===== config.mk =====
export PLATFORM = sky130hd
export DESIGN_NAME = factorial_seq
export DESIGN_NICKNAME = d
export VERILOG_FILES = /design/src/rtl/factorial_seq.sv
export SDC_FILE = /design/constraint.sdc
export NUM_CORES = 1
export LEC_CHECK = 0
export CORE_MARGIN = 2
export CORE_UTILIZATION = 57
export CTS_BUF_LIST = sky130_fd_sc_hd__clkbuf_8 sky130_fd_sc_hd__clkbuf_16
export CTS_CLUSTER_SIZE = 24
export DETAILED_ROUTE_END_ITERATION = 8
export PLACE_DENSITY = 0.79
export SLEW_MARGIN = 40
export SYNTH_ARGS = -nofsm -noshare
export SYNTH_HDL_FRONTEND = slang
export SYNTH_SLANG_ARGS = --single-unit

===== constraint.sdc =====
create_clock -name clk -period 4.9 [get_ports clk]
set_input_delay 0.49 -clock clk [delete_from_list [all_inputs] [get_ports clk]]
set_output_delay 0.49 -clock clk [all_outputs]
set_load 0.005 [all_outputs]

===== src/rtl/factorial_seq.sv =====
// Sequential factorial engine: one multiply per clock, start/done handshake,
// sticky overflow flag reported alongside the truncated result.
module factorial_seq #(
  parameter int unsigned N_WIDTH = 4,
  parameter int unsigned Z_WIDTH = 48
) (
  input  logic               clk,
  input  logic               rst_n,
  input  logic               start,
  input  logic [N_WIDTH-1:0] n,
  output logic               busy,
  output logic               done,
  output logic [Z_WIDTH-1:0] z,
  output logic               overflow
);

  localparam int unsigned IW = N_WIDTH + 1;
  localparam int unsigned PW = Z_WIDTH + N_WIDTH + 1;

  typedef enum logic [1:0] {
    StIdle = 2'd0,
    StCalc = 2'd1,
    StDone = 2'd2
  } state_e;

  state_e             state_q, state_d;
  logic [Z_WIDTH-1:0] acc_q, acc_d;
  logic [IW-1:0]      i_q, i_d;
  logic [N_WIDTH-1:0] limit_q, limit_d;
  logic               ovf_acc_q, ovf_acc_d;
  logic [Z_WIDTH-1:0] z_q, z_d;
  logic               ovf_q, ovf_d;
  logic               busy_q, busy_d;
  logic               done_q, done_d;

  logic [PW-1:0]      product;
  logic               prod_hi;
  logic               finished;

  // Full-width product so bits lost to truncation can be detected.
  assign product  = PW'(acc_q) * PW'(i_q);
  assign prod_hi  = |product[PW-1:Z_WIDTH];
  assign finished = (i_q > {1'b0, limit_q});

  always_comb begin
    state_d   = state_q;
    acc_d     = acc_q;
    i_d       = i_q;
    limit_d   = limit_q;
    ovf_acc_d = ovf_acc_q;
    z_d       = z_q;
    ovf_d     = ovf_q;

    unique case (state_q)
      StIdle: begin
        if (start) begin
          limit_d   = n;
          acc_d     = Z_WIDTH'(1);
          i_d       = IW'(2);
          ovf_acc_d = 1'b0;
          state_d   = StCalc;
        end
      end
      StCalc: begin
        if (finished) begin
          z_d     = acc_q;
          ovf_d   = ovf_acc_q;
          state_d = StDone;
        end else begin
          acc_d     = product[Z_WIDTH-1:0];
          ovf_acc_d = ovf_acc_q | prod_hi;
          i_d       = i_q + IW'(1);
        end
      end
      StDone: begin
        state_d = StIdle;
      end
      default: begin
        state_d = StIdle;
      end
    endcase

    // Status flags are registered copies of the next state.
    busy_d = (state_d == StCalc);
    done_d = (state_d == StDone);
  end

  always_ff @(posedge clk or negedge rst_n) begin
    if (!rst_n) begin
      state_q   <= StIdle;
      acc_q     <= '0;
      i_q       <= '0;
      limit_q   <= '0;
      ovf_acc_q <= 1'b0;
      z_q       <= '0;
      ovf_q     <= 1'b0;
      busy_q    <= 1'b0;
      done_q    <= 1'b0;
    end else begin
      state_q   <= state_d;
      acc_q     <= acc_d;
      i_q       <= i_d;
      limit_q   <= limit_d;
      ovf_acc_q <= ovf_acc_d;
      z_q       <= z_d;
      ovf_q     <= ovf_d;
      busy_q    <= busy_d;
      done_q    <= done_d;
    end
  end

  assign busy     = busy_q;
  assign done     = done_q;
  assign z        = z_q;
  assign overflow = ovf_q;

endmodule

==> metrics.md <==
| Metric | Value |
|---|---|
| Worst path slowest cell | `fa_1` |
| Setup Skew | `11.1 ps` |
| Crit. End Element | `flop` |
| Status | `complete, no violations` |
| Gr usage total | `27.5%` |
| Synthesized net count | `1564` |
| Setup WS post-layout | `3.08 ps` |
| Worst EP required | `5150 ps` |
| Combinational share of power | `51.2%` |
| Final ANT Viol Nets | `0` |
| CP max stage delay | `540 ps` |
| Main flop type after synthesis | `dfrtp_1` |
| Endpoints failing setup | `0` |
| Worst-path clk slew | `80 ps` |
| PortBufs | `57` |
| Die W | `150 um` |
| GPL Wtd Cong | `0.940` |
| CORE AREA | `21000 um^2` |
| Actual slew at the worst max-slew pin | `767 ps` |
| Max Clock Freq | `0.204 GHz` |
| # clock sinks | `111` |
| First-pass GRT wire length | `49100 um` |
| Final max-slew violation count | `0` |
| Design area | `14500 um^2` |
| Remaining DRCs | `0` |
| Final Core Density | `69.1%` |
| Synthesized flop and latch total | `111` |
| Area growth, synth to finish | `18.9%` |
| Fin cells | `1712` |
| Number of antenna violations at the first check in global routing | `0` |
| Critical path cell sequence | `clkbuf_16, and2_1, fa_1, fa_1, inv_1, fa_1, inv_1, ha_2, nand2_1, a21boi_4, o21ai_2, a21oi_2, nor4_2, buf_4, or4_4, nand3b_4, a21oi_2, nor4b_4, a21oi_2` |
| Pwr/cell area | `302 nW/um^2` |
| Critical Path AT | `5150 ps` |
| Wire per inst | `18.3 um` |
| Reg-to-Reg End | `ovf_acc_q$_DFFE_PN0P_` |
| Psw | `1.90 mW` |
| Initial Utilization | `58.1%` |
| Max cap viols | `0` |
| Synth warn | `0` |
| Crit path launch type | `flop` |
| Final Hold Viols | `0` |
| Reg2reg setup slack | `3 ps` |
| Skew-Pair Late Insertion Delay | `370 ps` |
| Die height | `150 um` |
| Commonest cells in the netlist | `inv_1, and2_1, fa_1, nand2_1, dfrtp_1` |
| Reg2reg path depth | `19` |
| Post-synth top area cell | `dfrtp_1` |
| Die area | `22500 um^2` |
| Period utilisation layout | `99.9%` |
| CP Class | `flop to flop` |
| Iter 0 DRT Violations | `754` |
| TritonRoute pass-1 iters | `5` |
| Share of layout cells above drive strength 1 | `17.9%` |
| Congestion Overflow GR | `0` |
| RSZ-0062 raised after global routing | `true` |
| Crit path max fanout | `7` |
| # fillers | `1634` |
| Post-synthesis cell area | `12200 um^2` |
| Flop pwr share | `31.3%` |
| Min Tclk post-route | `4900 ps` |
| EDFF count, synth | `0` |
| Total vias in the final route | `9849` |
| CTS buffer count | `9` |
| Row cnt | `53` |
| Cell Count Post-Placement | `1669` |
| Fin Setup TNS | `0 ps` |
| Area fraction of the dominant cell type after synthesis | `22.8%` |
| ANT cells | `0` |
| Clock share of power | `17.4%` |
| Worst r2r src | `i_q[3]$_DFFE_PN0P_` |
| Largest net degree at the start of global routing | `86` |
| Clock Path Buffers | `2` |
| Root Driver | `clkbuf_16` |
| Netlist cell types | `66` |
| CTS tree | `built` |
| Multi-input logic area | `9050 um^2` |
| DRT Wirelength | `31300 um` |
| Ranking of synthesized cells by area | `dfrtp_1, fa_1, and2_1` |
| Boundary Pins | `58` |
| P_int | `2.47 mW` |
| Top-count cell post-synth | `inv_1` |
| Avg Inst Size Synth | `8.99 um^2` |
| FFs w/ async S/R, synth | `100%` |
| Cell Area, Placed | `13300 um^2` |
| Register area share after synthesis | `22.8%` |
| FF/Latch Area | `2780 um^2` |
| Max-slew headroom | `48.9%` |
| Synth Instances | `1353` |
| Leak | `6.95 nW` |
| Hold/Removal Path Class | `primary input to asynchronous set/reset pin` |
| Dpl ws | `-141 ps` |
| Total power | `4.37 mW` |
| WHS | `95.1 ps` |
| Layout Nets | `1643` |
| VDD IR max | `0.377 mV` |
| Switch share | `43.5%` |
| Vias in the first global route | `9939` |
| Post-DP HPWL | `21800 um` |
| Htree depth | `3` |
| Via density | `5.75` |
-- power by group through the flow --
stage	clock network [mW]	logic [mW]	registers, mW
2_1_floorplan	0	1.20	1.32
3_3_place_gp	0	1.97	1.37
3_5_place_dp	0	2.04	1.38
4_1_cts	0.774	2.05	1.36
5_1_grt	0.810	2.43	1.40
6_report	0.762	2.24	1.37
-- final cells by class --
cell class | count | area share (%)
inverters | 196 | 5.08
repair buffers | 132 | 8.78
flip-flops and latches | 111 | 19.2
multi-input cells | 982 | 62.5
clock buffers | 9 | 1.56
well taps | 275 | 2.38
clock inverters | 7 | 0.450
-- worst max-delay path: cells and delay by family (launching register included) --
family / cells / cell delay, ps
compound gates: 5 / 690
fa+ha+maj: 4 / 1880
buf+inv: 4 / 490
flops: 1 / 520
simple gates: 6 / 1200
-- per-layer routing --
metal / global-route usage [%] / vias to the layer above / routed length (um)
li1: - / 4499 / -
met1: 37.3 / 5017 / 13400
met2: 47.5 / 280 / 15800
met3: 2.18 / 53 / 1300
met4: 8.49 / 0 / 727
met5: 0 / - / 0
-- placed cells by master (no fill, tap or decap), types with 5 or more instances in the layout --
master	instances
inv_1	194
and2_1	184
fa_1	137
nand2_1	111
dfrtp_1	108
o21ai_0	68
buf_4	64
clkdlybuf4s50_1	56
nand3_1	54
mux2_2	49
nor2_1	42
a21oi_1	41
ha_1	41
xnor2_1	25
xor2_1	23
a21o_1	18
a21oi_2	16
ha_4	16
clkbuf_16	12
nand4_1	11
o21bai_1	10
ha_2	9
o21ai_1	8
nor3_1	8
nand2b_1	6
buf_12	6
nor2b_1	5
-- cell families (layout without fill, tap and decap cells) --
family | Yosys count | after routing | share of synthesized area (%)
xor gates and xnor gates | 50 | 50 | 3.60
muxes | 52 | 52 | 4.82
AOI/OAI and AO/OA | 217 | 217 | 11.3
buffers and inverters | 260 | 344 | 8.17
DFF | 111 | 111 | 22.8
and+or+nand+nor | 459 | 459 | 19.8
adders and majority gates | 204 | 204 | 29.5
-- flip-flops by register name (all words and copies together), names as in the netlist --
name       flops
acc_q         48
busy           1
done           1
i_q            5
limit_q        4
overflow       1
ovf_acc_q      1
state_q        2
z             48
-- how the worst max path moves through the flow --
| stage | slack (ps) | end | start | depth (start not counted) |
|---|---|---|---|---|
| global route | -110 | ovf_acc_q$_DFFE_PN0P_ | i_q[3]$_DFFE_PN0P_ | 18 |
| finish | 3 | ovf_acc_q$_DFFE_PN0P_ | i_q[3]$_DFFE_PN0P_ | 19 |
| floorplan | 200 | ovf_acc_q$_DFFE_PN0P_ | i_q[4]$_DFFE_PN0P_ | 19 |
| detailed placement | -140 | ovf_acc_q$_DFFE_PN0P_ | i_q[2]$_DFFE_PN0P_ | 18 |
| CTS | 5 | ovf_acc_q$_DFFE_PN0P_ | i_q[2]$_DFFE_PN0P_ | 18 |
| global placement | -70 | acc_q[45]$_DFFE_PN0P_ | i_q[2]$_DFFE_PN0P_ | 18 |
-- repair_timing --
action	in CTS	in global routing
buffers inserted	3	20
gates resized for setup	8	123
pin swaps	2	49
hold buffers	0	0
setup endpoints to repair	6	18
gates cloned	0	4
No activity file was read; power rests on OpenSTA's default activity.
